<file path="config.mk">
export PLATFORM = sky130hd
export DESIGN_NAME = shot_counter_flat
export DESIGN_NICKNAME = d
export VERILOG_FILES = /design/src/rtl/shot_if.sv /design/src/rtl/shot_counter.sv /design/src/flat_wrapper.sv
export SDC_FILE = /design/constraint.sdc
export NUM_CORES = 1
export LEC_CHECK = 0
export ABC_AREA = 1
export CORE_AREA = 4 4 70 104
export CTS_BUF_LIST = sky130_fd_sc_hd__clkbuf_4 sky130_fd_sc_hd__clkbuf_8 sky130_fd_sc_hd__clkbuf_16
export DETAILED_ROUTE_END_ITERATION = 7
export DIE_AREA = 0 0 74 108
export GPL_ROUTABILITY_DRIVEN = 0
export GPL_TIMING_DRIVEN = 0
export PLACE_DENSITY = 0.43
export SYNTH_ARGS = -nofsm -noshare
export SYNTH_HDL_FRONTEND = slang
export SYNTH_SLANG_ARGS = --single-unit
</file>
<file path="constraint.sdc">
create_clock -name pclk -period 3.2 [get_ports pclk]
set_clock_uncertainty 0.05 [all_clocks]
set_input_delay 0.64 -clock pclk [delete_from_list [all_inputs] [get_ports pclk]]
set_output_delay 0.64 -clock pclk [all_outputs]
set_load 0.03 [all_outputs]
</file>
<file path="src/rtl/shot_if.sv">
// Fire-control bundle between the ship input logic, the shot counter and the unlocked gate.
// The debug field state_dbg mirrors the counter FSM (1 = COOLDOWN).
interface shot_if;
  logic       fire_btn;
  logic       unlocked_signal;
  logic       missile_retire;
  logic       level_clear;
  logic [3:0] signal_counter;
  logic       fire_pulse;
  logic       cooldown_busy;
  logic       state_dbg;

  // Pulse protocol, no backpressure: missile_retire, level_clear and fire_pulse are
  // single-cycle strobes acted on at the pclk edge that samples them, with no
  // acknowledge. fire_btn and unlocked_signal are levels.
  modport master (
    output fire_btn, unlocked_signal, missile_retire, level_clear,
    input  signal_counter, fire_pulse, cooldown_busy, state_dbg
  );
  modport slave (
    input  fire_btn, unlocked_signal, missile_retire, level_clear,
    output signal_counter, fire_pulse, cooldown_busy, state_dbg
  );
endinterface

</file>
<file path="src/rtl/shot_counter.sv">
// Missile-in-flight counter with fire-button edge detect, post-shot cooldown,
// retire accounting and level-clear abort.
module shot_counter #(
  parameter int CD_CYCLES = 650000,
  parameter int CD_W      = 20,
  parameter int MAX_SHOTS = 15
) (
  input  logic   pclk,
  input  logic   rst_n,
  shot_if.slave  bus
);
  typedef enum logic {READY = 1'b0, COOLDOWN = 1'b1} state_t;

  localparam logic [CD_W-1:0] CD_LOAD = CD_W'(CD_CYCLES - 1);
  localparam logic [3:0]      MAX_CNT = 4'(MAX_SHOTS);

  state_t          state, state_next;
  logic [CD_W-1:0] timer, timer_next;
  logic [3:0]      count, count_next;
  logic            btn_prev;
  logic            pulse, pulse_next;
  logic            rise, accept;

  always_comb begin
    rise       = bus.fire_btn & ~btn_prev;
    accept     = rise & bus.unlocked_signal & (state == READY) & ~bus.level_clear;
    state_next = state;
    timer_next = timer;
    pulse_next = accept;
    count_next = count;

    case (state)
      READY: begin
        if (accept) begin
          state_next = COOLDOWN;
          timer_next = CD_LOAD;
        end
      end
      COOLDOWN: begin
        if (timer == '0) state_next = READY;
        else             timer_next = timer - 1'b1;
      end
      default: state_next = READY;
    endcase

    // level_clear wins over everything, including an in-progress cooldown.
    if (bus.level_clear) begin
      state_next = READY;
      timer_next = '0;
    end

    if (bus.level_clear)
      count_next = '0;
    else if (accept && bus.missile_retire)
      count_next = count;
    else if (accept)
      count_next = (count < MAX_CNT) ? count + 1'b1 : MAX_CNT;
    else if (bus.missile_retire && count != 4'd0)
      count_next = count - 1'b1;
  end

  always_ff @(posedge pclk or negedge rst_n) begin
    if (!rst_n) begin
      state    <= READY;
      timer    <= '0;
      count    <= '0;
      btn_prev <= 1'b0;
      pulse    <= 1'b0;
    end else begin
      state    <= state_next;
      timer    <= timer_next;
      count    <= count_next;
      btn_prev <= bus.fire_btn;
      pulse    <= pulse_next;
    end
  end

  assign bus.signal_counter = count;
  assign bus.fire_pulse     = pulse;
  assign bus.cooldown_busy  = (state == COOLDOWN);
  assign bus.state_dbg      = (state == COOLDOWN);
endmodule

</file>
<file path="src/flat_wrapper.sv">
// flat-port wrapper written by rule: the top's interface ports become plain ports
module shot_counter_flat 
#(
  parameter int CD_CYCLES = 650000,
  parameter int CD_W      = 20,
  parameter int MAX_SHOTS = 15
)
  (pclk, rst_n, bus_fire_btn, bus_unlocked_signal, bus_missile_retire, bus_level_clear, bus_signal_counter, bus_fire_pulse, bus_cooldown_busy, bus_state_dbg);
  shot_if bus_i ();
  input  logic pclk;
  input  logic rst_n;
  input wire logic [$bits(bus_i.fire_btn)-1:0] bus_fire_btn;
  input wire logic [$bits(bus_i.unlocked_signal)-1:0] bus_unlocked_signal;
  input wire logic [$bits(bus_i.missile_retire)-1:0] bus_missile_retire;
  input wire logic [$bits(bus_i.level_clear)-1:0] bus_level_clear;
  output wire logic [$bits(bus_i.signal_counter)-1:0] bus_signal_counter;
  output wire logic [$bits(bus_i.fire_pulse)-1:0] bus_fire_pulse;
  output wire logic [$bits(bus_i.cooldown_busy)-1:0] bus_cooldown_busy;
  output wire logic [$bits(bus_i.state_dbg)-1:0] bus_state_dbg;
  assign bus_i.fire_btn = bus_fire_btn;
  assign bus_i.unlocked_signal = bus_unlocked_signal;
  assign bus_i.missile_retire = bus_missile_retire;
  assign bus_i.level_clear = bus_level_clear;
  assign bus_signal_counter = bus_i.signal_counter;
  assign bus_fire_pulse = bus_i.fire_pulse;
  assign bus_cooldown_busy = bus_i.cooldown_busy;
  assign bus_state_dbg = bus_i.state_dbg;
  shot_counter #(.CD_CYCLES(CD_CYCLES), .CD_W(CD_W), .MAX_SHOTS(MAX_SHOTS)) u_core (.pclk(pclk), .rst_n(rst_n), .bus(bus_i));
endmodule
</file>
# Word-level counts from Yosys, hierarchy flattened
# Index checks and enable logic that the tools add are counted.
# Widths: inputs -> output; s select.
[op_classes]
add_sub_neg = 3
n_reduce_logical = 7
n_mux = 13
n_eq_ne = 3
bitwise = 7
magnitude_cmp = 1
[ops]
columns = ["op", "count"]
rows = [
  ["$mux 20", 3],
  ["$pmux 20 s2", 1],
  ["$logic_not 20->1", 1],
  ["$mux 4", 5],
  ["$sub 20x1->20 const B", 1],
  ["$add 4x1->4 const B", 1],
  ["$and 1x1->1", 4],
  ["$lt 4x4->1 const B", 1],
  ["$reduce_and 2->1", 2],
  ["$reduce_bool 4->1", 1],
  ["$sub 4x1->4 const B", 1],
  ["$mux 1", 3],
  ["$ne 3x2->1 const B", 1],
  ["$ne 3x3->1 const B", 1],
  ["$not 1->1", 3],
  ["$reduce_bool 3->1", 1],
  ["$logic_and 1x1->1", 2],
  ["$ne 2x2->1 const B", 1],
  ["$pmux 1 s2", 1],
]
[word_totals]
elab_cells = 39
inputBits = 6
out_inout_bits = 7
reg_bits = 27

# Depth between registers and ports, before layout
# Gate-level depths: netlist of the first run.
[depth]
depth_word = 8
mapped_depth = 11
depth_no_buf = 11

# Worst setup path before layout of the first run
# OpenSTA, ideal clock, no wires.
[synth_timing]
path_kind = "register -> register"
startpoint = "register u_core.state, in the netlist u_core.bus.cooldown_busy"
endpoint = "register u_core.timer[3]"
synth_period_minus_slack_ns = 1.544
arrival_ns = 1.376
setup_ns = 0.118
n_path_buf = 1
path_stages_with_launch = 10
path_slack_ns = 1.656
required_time_ns = 3.032
cell_sequence = "dfrtp_1 inv_2 nand2_1 nor2_2 nor2_2 nand2_4 clkinv_2 buf_8 nand2_1 o21ai_2"
[synth_between]
elab_chain_len = 5
elab_cells_between_ends = 8
cone_classes = "eq/ne (2); mux (2); bitwise (3); reduce/logical (1)"
[synth_rtl]
columns = ["item", "line", "source"]
rows = [
  ["start, declared", "shot_counter.sv:17", "state_t state, state_next;"],
  ["start signal, assigned", "shot_counter.sv:70", "state <= state_next;"],
  ["$not 1->1", "shot_counter.sv:26, shot_counter.sv:32", ""],
  ["$and 1x1->1 (2 in a row)", "shot_counter.sv:26", "accept = rise & bus.unlocked_signal & (state == READY) & ~bus.level_clear;"],
  ["$ne 3x2->1 (no source line)", "--", ""],
  ["$reduce_and 2->1 (no source line)", "--", ""],
  ["end signal, assigned", "shot_counter.sv:71", "timer <= timer_next;"],
  ["end, declared", "shot_counter.sv:18", "logic [CD_W-1:0] timer, timer_next;"],
]
# Several ways; a longest one is shown, not always the timed one.
# A chain may end at the register's enable or synchronous reset.

# Worst setup path after layout of the first run
[layout_timing]
startpoint = "register u_core.state, in the netlist u_core.bus.cooldown_busy"
endpoint = "output bus_state_dbg"
[layout_rtl]
columns = ["item", "line", "source"]
rows = [
  ["end, declared", "flat_wrapper.sv:19", "output wire logic [$bits(bus_i.state_dbg)-1:0] bus_state_dbg;"],
]
# No word-level cell between the ends.

==> summary.md, run 1 <==
For met1 alone, demand over resource in global routing was 14.87%. The run finished with clean final reports. For the netlist area before placement, the log shows 1856 µm².

The post-synthesis register bit count was 27. The number of cells traversed by the worst register-to-register path came out at 9. STA classifies the critical path endpoint as an output port. The cell area power density is 573.2 nW/µm². During synthesis, Yosys emitted a total of 0 warnings. Die span in x: 74 µm. The total setup violations reported at the end of the flow is 0, and the post-detailed-route wirelength per cell is 13.44 µm. The largest stage delay on the critical path came out at 650 ps. The library cells used most frequently in the layout, excluding fill and tap cells, are 77 x sky130_fd_sc_hd__nand2_1, 33 x sky130_fd_sc_hd__inv_1, 32 x sky130_fd_sc_hd__nor2_1, 28 x sky130_fd_sc_hd__nand3_1, 27 x sky130_fd_sc_hd__dfrtp_1. Clock-pin slew was measured on the worst setup and hold paths at 100 ps. The final instance count without filler cells came out at 360. TritonCTS built the clock tree. Worst path buffer plus inverter count: 2. Routing usage on met2: 25.82%. The residual DRC count is 0. After synthesis, the share of flip-flops with an asynchronous set or reset is 100.0%. The finished cells cover 2145 µm².

The leakage power of the design was 1.068 nW; the share of post-route cells with drive strength above 1 was 13.03%. The most used flip-flop cell after synthesis is sky130_fd_sc_hd__dfrtp_1. The number of global-route vias before repair was 1653; the actual slew at the worst max-slew pin was 771.8 ps. For the remaining global-route overflow, the log shows 0. Traced cell by cell, the critical path runs through buf_4 > clkdlybuf4s50_1. The path class of the tightest hold or removal check is flop to flop.

The post-placement cell area was 2098 µm². Synthesis instantiated 28 different standard cells from the library. After layout, the worst path uses 73.48% of the clock period. The highest-delay cell along the critical path was sky130_fd_sc_hd__clkdlybuf4s50_1.

Relative to the synthesized area, the layout overhead comes to 15.58%. Dividing the synthesized area by the synthesized cell count gives 6.950 µm². The die is 108 µm tall. In this run, placement finished with an instance count of 356. On the final layout, the worst hold slack is 479.4 ps. The die covers 7992 µm².

The sequential area share after synthesis came out at 36.41%. The highest achievable clock rate is 0.4253 GHz. The largest net degree at the start of global routing is 16, and the post-synth net total is 278. The worst hold path was traced through 2 stages. The tree is rooted in a sky130_fd_sc_hd__clkbuf_8. The required arrival time at the worst endpoint came out at 2510 ps. For this block, the routed nets add up to 4839 µm of wire.

The max-slew violation count was 0; the number of setup buffers added after CTS was 0. Fill cells in the final layout number 704. For the arrival time of data at the critical path endpoint, the log shows 1660 ps.

The first global-routing pass estimated 8128 µm of wire. Starting density of the core: 28.81%. In this design, the largest share of critical-path delay is due to buffers and inverters.

The CTS buffer count is 3. No sink is reached through more buffers than the 2 on the longest clock path. The startpoint kind of the worst setup timing path is a flop. For this design the top-level I/O count stands at 13. Headroom to the max-slew limit came out at 48.39%.

The later-pin clock latency in the skew report is 280 ps. The tools report the met3 layer usage reported by global route as 1.302%. The wire-length estimate of the detail-placed layout is 3883 µm. After global routing, the most crowded layer is met2.

Leaving out fill and tap cells, the most frequent cell in the layout is sky130_fd_sc_hd__nand2_1. The tools report the via count of the routed design as 1643. For the max-capacitance violation count, the log shows 0. The critical path start-end classification was flop to output port. For this design, the sink count on the clock tree is 27.

Core region area: 6441 µm². Once the clock tree was built, the resizer swapped 0 gates to a different size. For the H-tree depth, the log shows 1. The routed design could run at a clock period as short as 2351 ps. In the routed layout, each cell is associated on average with a via count of 4.564. The peak supply drop is 406.4 µV.

In the global route stage, overall resource usage came out at 13.35%. The logs give 0 for the number of hold-repair buffers added at the cts stage and 0 for the initial antenna violation count. The number of synthesized flops with an enable pin is 0. Setup repair after global routing left no endpoint under its margin. The logs give 267 for the count of mapped cells out of synthesis and 0 for the number of nets with antenna violations after detailed routing. Hold violation total from the final report: 0. The number of antenna diodes in the final layout is 0. The critical path depth is 2. Maximum fanout along the worst path: 8. The first TritonRoute pass finished after 4 iterations.

The floorplan has 36 rows. The count of buffers inserted at the top-level ports is 12. Summed over all failing endpoints, the final setup total negative slack is 0 ps. The run gives 70 as the first-iteration detailed-routing DRC count. In the final design database the tool counted 296 nets.
## synthesized netlist by cell type, types with 4 or more instances
cell type | count | area [µm²]
sky130_fd_sc_hd__nor2_1 | 32 | 120.1
sky130_fd_sc_hd__o21ai_1 | 4 | 20.02
sky130_fd_sc_hd__o21ai_0 | 12 | 60.06
sky130_fd_sc_hd__nor2_2 | 8 | 50.05
sky130_fd_sc_hd__ha_1 | 5 | 62.56
sky130_fd_sc_hd__nand3_1 | 28 | 140.1
sky130_fd_sc_hd__xor2_1 | 6 | 52.55
sky130_fd_sc_hd__dfrtp_1 | 27 | 675.7
sky130_fd_sc_hd__nand2_2 | 4 | 25.02
sky130_fd_sc_hd__o21ai_2 | 12 | 105.1
sky130_fd_sc_hd__nand2_1 | 77 | 289.0
sky130_fd_sc_hd__inv_1 | 33 | 123.9
## flip-flops by register name, indices dropped and copies added, names as in the netlist
register                   count
u_core.bus.fire_pulse          1
u_core.bus.signal_counter      4
u_core.bus.cooldown_busy       1
u_core.timer                  20
u_core.btn_prev                1
## cell families (layout without fill, tap and decap cells)
family,Yosys count,count (layout),synth area share [%]
buf+inv,42,59,9.844
compound gates,31,31,10.99
xor+xnor,7,7,3.304
simple gates,155,155,36.08
flops,27,27,36.41
fa+ha+maj,5,5,3.372
## per-layer routing
metal  share of wire [%]  vias up
met2                  56       24
li1                    -      874
met1                  40      740
met4                 1.3        0
met5                   0        -
met3                 2.1        5
## stage by stage
stage | worst slack (ps) | total power, mW | utilization, %
after floorplan | 1656 | 0.8589 | -
after global placement | 822.3 | 1.039 | 32.15
after detailed placement | 833.2 | 1.040 | 32.58
after CTS | 821.2 | 1.255 | 33.29
after global routing | 769.4 | 1.345 | 33.29
final | 848.8 | 1.229 | 33.29
## path summary, 6_finish.rpt
| kind | to | startpoint | slack, ps |
|---|---|---|---|
| min | u_core.timer[19]$_DFFE_PN0P_ | u_core.timer[19]$_DFFE_PN0P_ | 480 |
| max reg2reg | u_core.timer[18]$_DFFE_PN0P_ | u_core.timer[0]$_DFFE_PN0P_ | 1400 |
| min in group asynchronous | u_core.timer[15]$_DFFE_PN0P_ | rst_n | 750 |
| max in group asynchronous | u_core.timer[6]$_DFFE_PN0P_ | rst_n | 1810 |
| max | bus_state_dbg | u_core.bus.cooldown_busy$_DFF_PN0_ | 850 |
| min reg2reg | u_core.timer[19]$_DFFE_PN0P_ | u_core.timer[19]$_DFFE_PN0P_ | 480 |
## power breakdown
part           internal [mW]  switching (mW)
sequential             0.389          0.0555
clock                 0.0875           0.116
combinational          0.214           0.367
total                  0.691           0.538
## final cells by class
cell class | count | area (µm²) | share of cell area [%]
multi-input combinational | 198 | 997.2 | 46.50
tap | 76 | 95.09 | 4.434
clock buffer | 3 | 41.29 | 1.925
inverter | 36 | 136.4 | 6.359
clock inverter | 1 | 5.005 | 0.2334
timing repair buffer | 13 | 147.6 | 6.884
buffer | 6 | 46.29 | 2.159
sequential | 27 | 675.6 | 31.51
## worst reg2reg max path, stage by stage (launching register included)
cell                      delay, ps
sky130_fd_sc_hd__dfrtp_1        370
sky130_fd_sc_hd__inv_1          150
sky130_fd_sc_hd__ha_1           270
sky130_fd_sc_hd__nand2_1        160
sky130_fd_sc_hd__nor2_1         270
sky130_fd_sc_hd__nand3_1        160
sky130_fd_sc_hd__o21ai_1        140
sky130_fd_sc_hd__nand2_1         60
sky130_fd_sc_hd__nand2_1         60
sky130_fd_sc_hd__inv_1           40
Power figures use the tool's default switching activity.
==> run 2: changes to the inputs <==
==> constraint.sdc (replaced) <==
create_clock -name pclk -period 2.47 [get_ports pclk]
set_clock_uncertainty 0.05 [all_clocks]
set_input_delay 0.494 -clock pclk [delete_from_list [all_inputs] [get_ports pclk]]
set_output_delay 0.494 -clock pclk [all_outputs]
set_load 0.03 [all_outputs]
==> results of run 2 <==
The final DEF is identical to that of run 1. Status: finished clean.
Main changes from that run: setup slack after placement 833.2 ps -> 249.2 ps; setup slack after layout 848.8 ps -> 264.8 ps; register-to-register setup slack 1400 ps -> 670 ps; total power 1.229 mW -> 1.592 mW; worst IR drop on VDD 406.4 µV -> 526.4 µV
==> run 3: changes to the inputs <==
--- a/config.mk
+++ b/config.mk
@@ -6,13 +6,14 @@
 export NUM_CORES = 1
 export LEC_CHECK = 0
 export ABC_AREA = 1
-export CORE_AREA = 4 4 70 104
+export ABC_CLOCK_PERIOD_IN_PS = 2470
+export CORE_AREA = 4 4 53 79
 export CTS_BUF_LIST = sky130_fd_sc_hd__clkbuf_4 sky130_fd_sc_hd__clkbuf_8 sky130_fd_sc_hd__clkbuf_16
 export DETAILED_ROUTE_END_ITERATION = 7
-export DIE_AREA = 0 0 74 108
+export DIE_AREA = 0 0 57 83
 export GPL_ROUTABILITY_DRIVEN = 0
 export GPL_TIMING_DRIVEN = 0
-export PLACE_DENSITY = 0.43
+export PLACE_DENSITY = 0.71
 export SYNTH_ARGS = -nofsm -noshare
 export SYNTH_HDL_FRONTEND = slang
 export SYNTH_SLANG_ARGS = --single-unit
==> run 3 against run 2 <==
- wire length is 11% lower
- sequential share of layout area is 1.1 points higher
- power hardly changed
- hold slack worse by 310 ps
- critical endpoint unchanged
- largest power group unchanged
==> summary.md, run 3 (synthesis gave the netlist of run 1 again) <==
Dividing the final minimum period by the clock period gives 89.54%. In this run, the number of DRC markers left after iteration 0 of detailed routing was 54. Via count of the routed design: 1715. The count of buffers inserted at the top-level ports works out to 12. The number of antenna diodes was 0. The tools report the maximum count of clock buffers along a single path as 2. The library cell used most frequently in the layout, excluding fill and tap cells, is sky130_fd_sc_hd__nand2_1. The post-layout instance area was 2073 µm²; the layout net count was 295. The floorplan has 27 rows. The first global-routing pass estimated 7562 µm of wire. The vertical die dimension was 83 µm; the actual slew at the worst max-slew pin was 641.8 ps. Data on the critical path arrives at its endpoint at 1670 ps. The final layout contains routed wiring with a total length of 4310 µm. The run gives 0 as the total setup violations reported at the end of the flow. After detailed routing, the number of remaining DRC violations is 0.

The H-tree depth is 1. Setup repair after global routing left no endpoint under its margin. Measured along the x axis, the die boundary spans 57 µm. The logs give 2029 µm² for the post-placement cell area and 0 for the post-cts sizing count. The initial utilization of the core area, before any placement, comes to 51.82%. The top cell types in the final layout, fill and taps aside, are 77 x sky130_fd_sc_hd__nand2_1, 33 x sky130_fd_sc_hd__inv_1, 32 x sky130_fd_sc_hd__nor2_1, 28 x sky130_fd_sc_hd__nand3_1, 27 x sky130_fd_sc_hd__dfrtp_1. Hold repair after CTS inserted 0 buffers. Measured in cells, the most critical reg-to-reg path has a length of 9. The tools report the required arrival time at the worst endpoint as 1930 ps. The remaining global-route overflow came out at 0. Overall power consumption after layout is estimated at 1.592 mW. Clock-pin transition on the worst setup and hold timing paths: 100 ps. The core region area is 3581 µm². The most critical setup path has its startpoint at u_core.bus.cooldown_busy$_DFF_PN0_. The run gives 4 as the iteration count of the initial detailed-routing pass. The critical path start-end classification was flop to output port. The shortest period the worst path allows was 2212 ps. In this run the critical register-to-register path is captured at u_core.timer[18]$_DFFE_PN0P_. Critical register-to-register path startpoint: u_core.timer[0]$_DFFE_PN0P_.

The run gives 0 as the hold violation total from the final report. Detailed placement finished with a half-perimeter wire length of 3224 µm. VDD sags by at most 589.1 µV.

The number of flip-flops under the largest register name is 20, and the number of sinks on the clock net is 27. The tools report the number of nets with antenna violations after detailed routing as 0. Following the worst setup path forward leads to its endpoint at bus_state_dbg. The average via count per standard cell works out to 5.261. The root buffer cell chosen for the clock tree is sky130_fd_sc_hd__clkbuf_8. The logs give 28 for the largest net degree at the start of global routing and 57.21% for the worst-case headroom to the max-slew limit.

The tools report the highest achievable clock rate as 0.4522 GHz. The growth of design area from synthesis to finish works out to 11.73%. TritonCTS built the clock tree. STA classifies the critical path startpoint as a flop. The max-slew violation count came out at 0.

For the max-capacitance violation count, the log shows 0. The logs give 20.05% for the total routing resource utilization after global routing and 13 for the number of top-level pins. The number of global-route vias before repair was 1696.

Worst min-delay path category: primary input to async pin. Dividing total power by cell area gives a power density of 767.7 nW/µm². Counting flops per register, the top entry is u_core.timer. In the final routed layout, each cell accounts on average for 13.22 µm. The floorplan step defined a die boundary enclosing 4731 µm². The run finished with clean final reports. The run gives 0 ps as the sum of negative setup slack. The CTS buffer count is 3, and the later-pin clock latency in the skew report is 280 ps.

The worst register-to-register path has a setup slack of 660 ps. The worst setup path is captured at an output port. Of all nets on the critical path, the largest fanout is 8. The tools report the initial antenna violation count as 0. The leakage power of the design was 1.056 nW; the share of post-route cells with drive strength above 1 was 13.07%.

After clock tree synthesis, the setup repair step added 0 buffers.
==> run 3: routing by layer <==
metal	global-route usage, %	up-vias	share of wire [%]
met2	36.42	42	54
met3	1.866	9	3.5
met1	23.84	792	41
met4	6.962	0	2.0
li1	-	872	-
met5	0	-	0
==> run 3: worst max-delay path, stage by stage, from the launching register on <==
cell and delay [ps]:
sky130_fd_sc_hd__dfrtp_1 560, sky130_fd_sc_hd__buf_4 170, sky130_fd_sc_hd__clkdlybuf4s50_1 660
==> run 3: report_power, final <==
part           internal [mW]  switching (mW)  leakage, nW
combinational          0.271           0.468        0.669
clock                  0.127           0.150       0.0262
sequential             0.504          0.0709        0.360
total                  0.902           0.690         1.06
==> run 3: area by class of cell <==
type / count / area, µm²
repair buffers: 12 / 115.1
flip-flops and latches: 27 / 675.6
fillers: 374 / 1508
inverters: 36 / 136.4
plain buffers: 6 / 46.29
multi-input cells: 198 / 997.2
clock buffers: 4 / 48.80
well taps: 43 / 53.80
==> run 3: through the flow <==
stage                     worst slack (ps)  cells  util [%]  hold slack [ps]
final                                258.4    326     57.90            169.2
after global routing                 211.6    326     57.90            218.9
after CTS                            249.5    326     58.04            482.7
after detailed placement             262.4    322     56.67            459.2
after global placement               298.1    322     56.67            450.8
after floorplan                      925.6    267         -            148.4
==> run 3: worst min-delay path by stage <==
stage / startpoint / endpoint / slack (ps)
detailed placement: u_core.timer[19]$_DFFE_PN0P_ / u_core.timer[19]$_DFFE_PN0P_ / 460
floorplan: rst_n / u_core.btn_prev$_DFF_PN0_ / 150
CTS: u_core.timer[19]$_DFFE_PN0P_ / u_core.timer[19]$_DFFE_PN0P_ / 480
finish: rst_n / u_core.timer[12]$_DFFE_PN0P_ / 170
global placement: u_core.timer[19]$_DFFE_PN0P_ / u_core.timer[19]$_DFFE_PN0P_ / 450
global route: rst_n / u_core.timer[12]$_DFFE_PN0P_ / 220
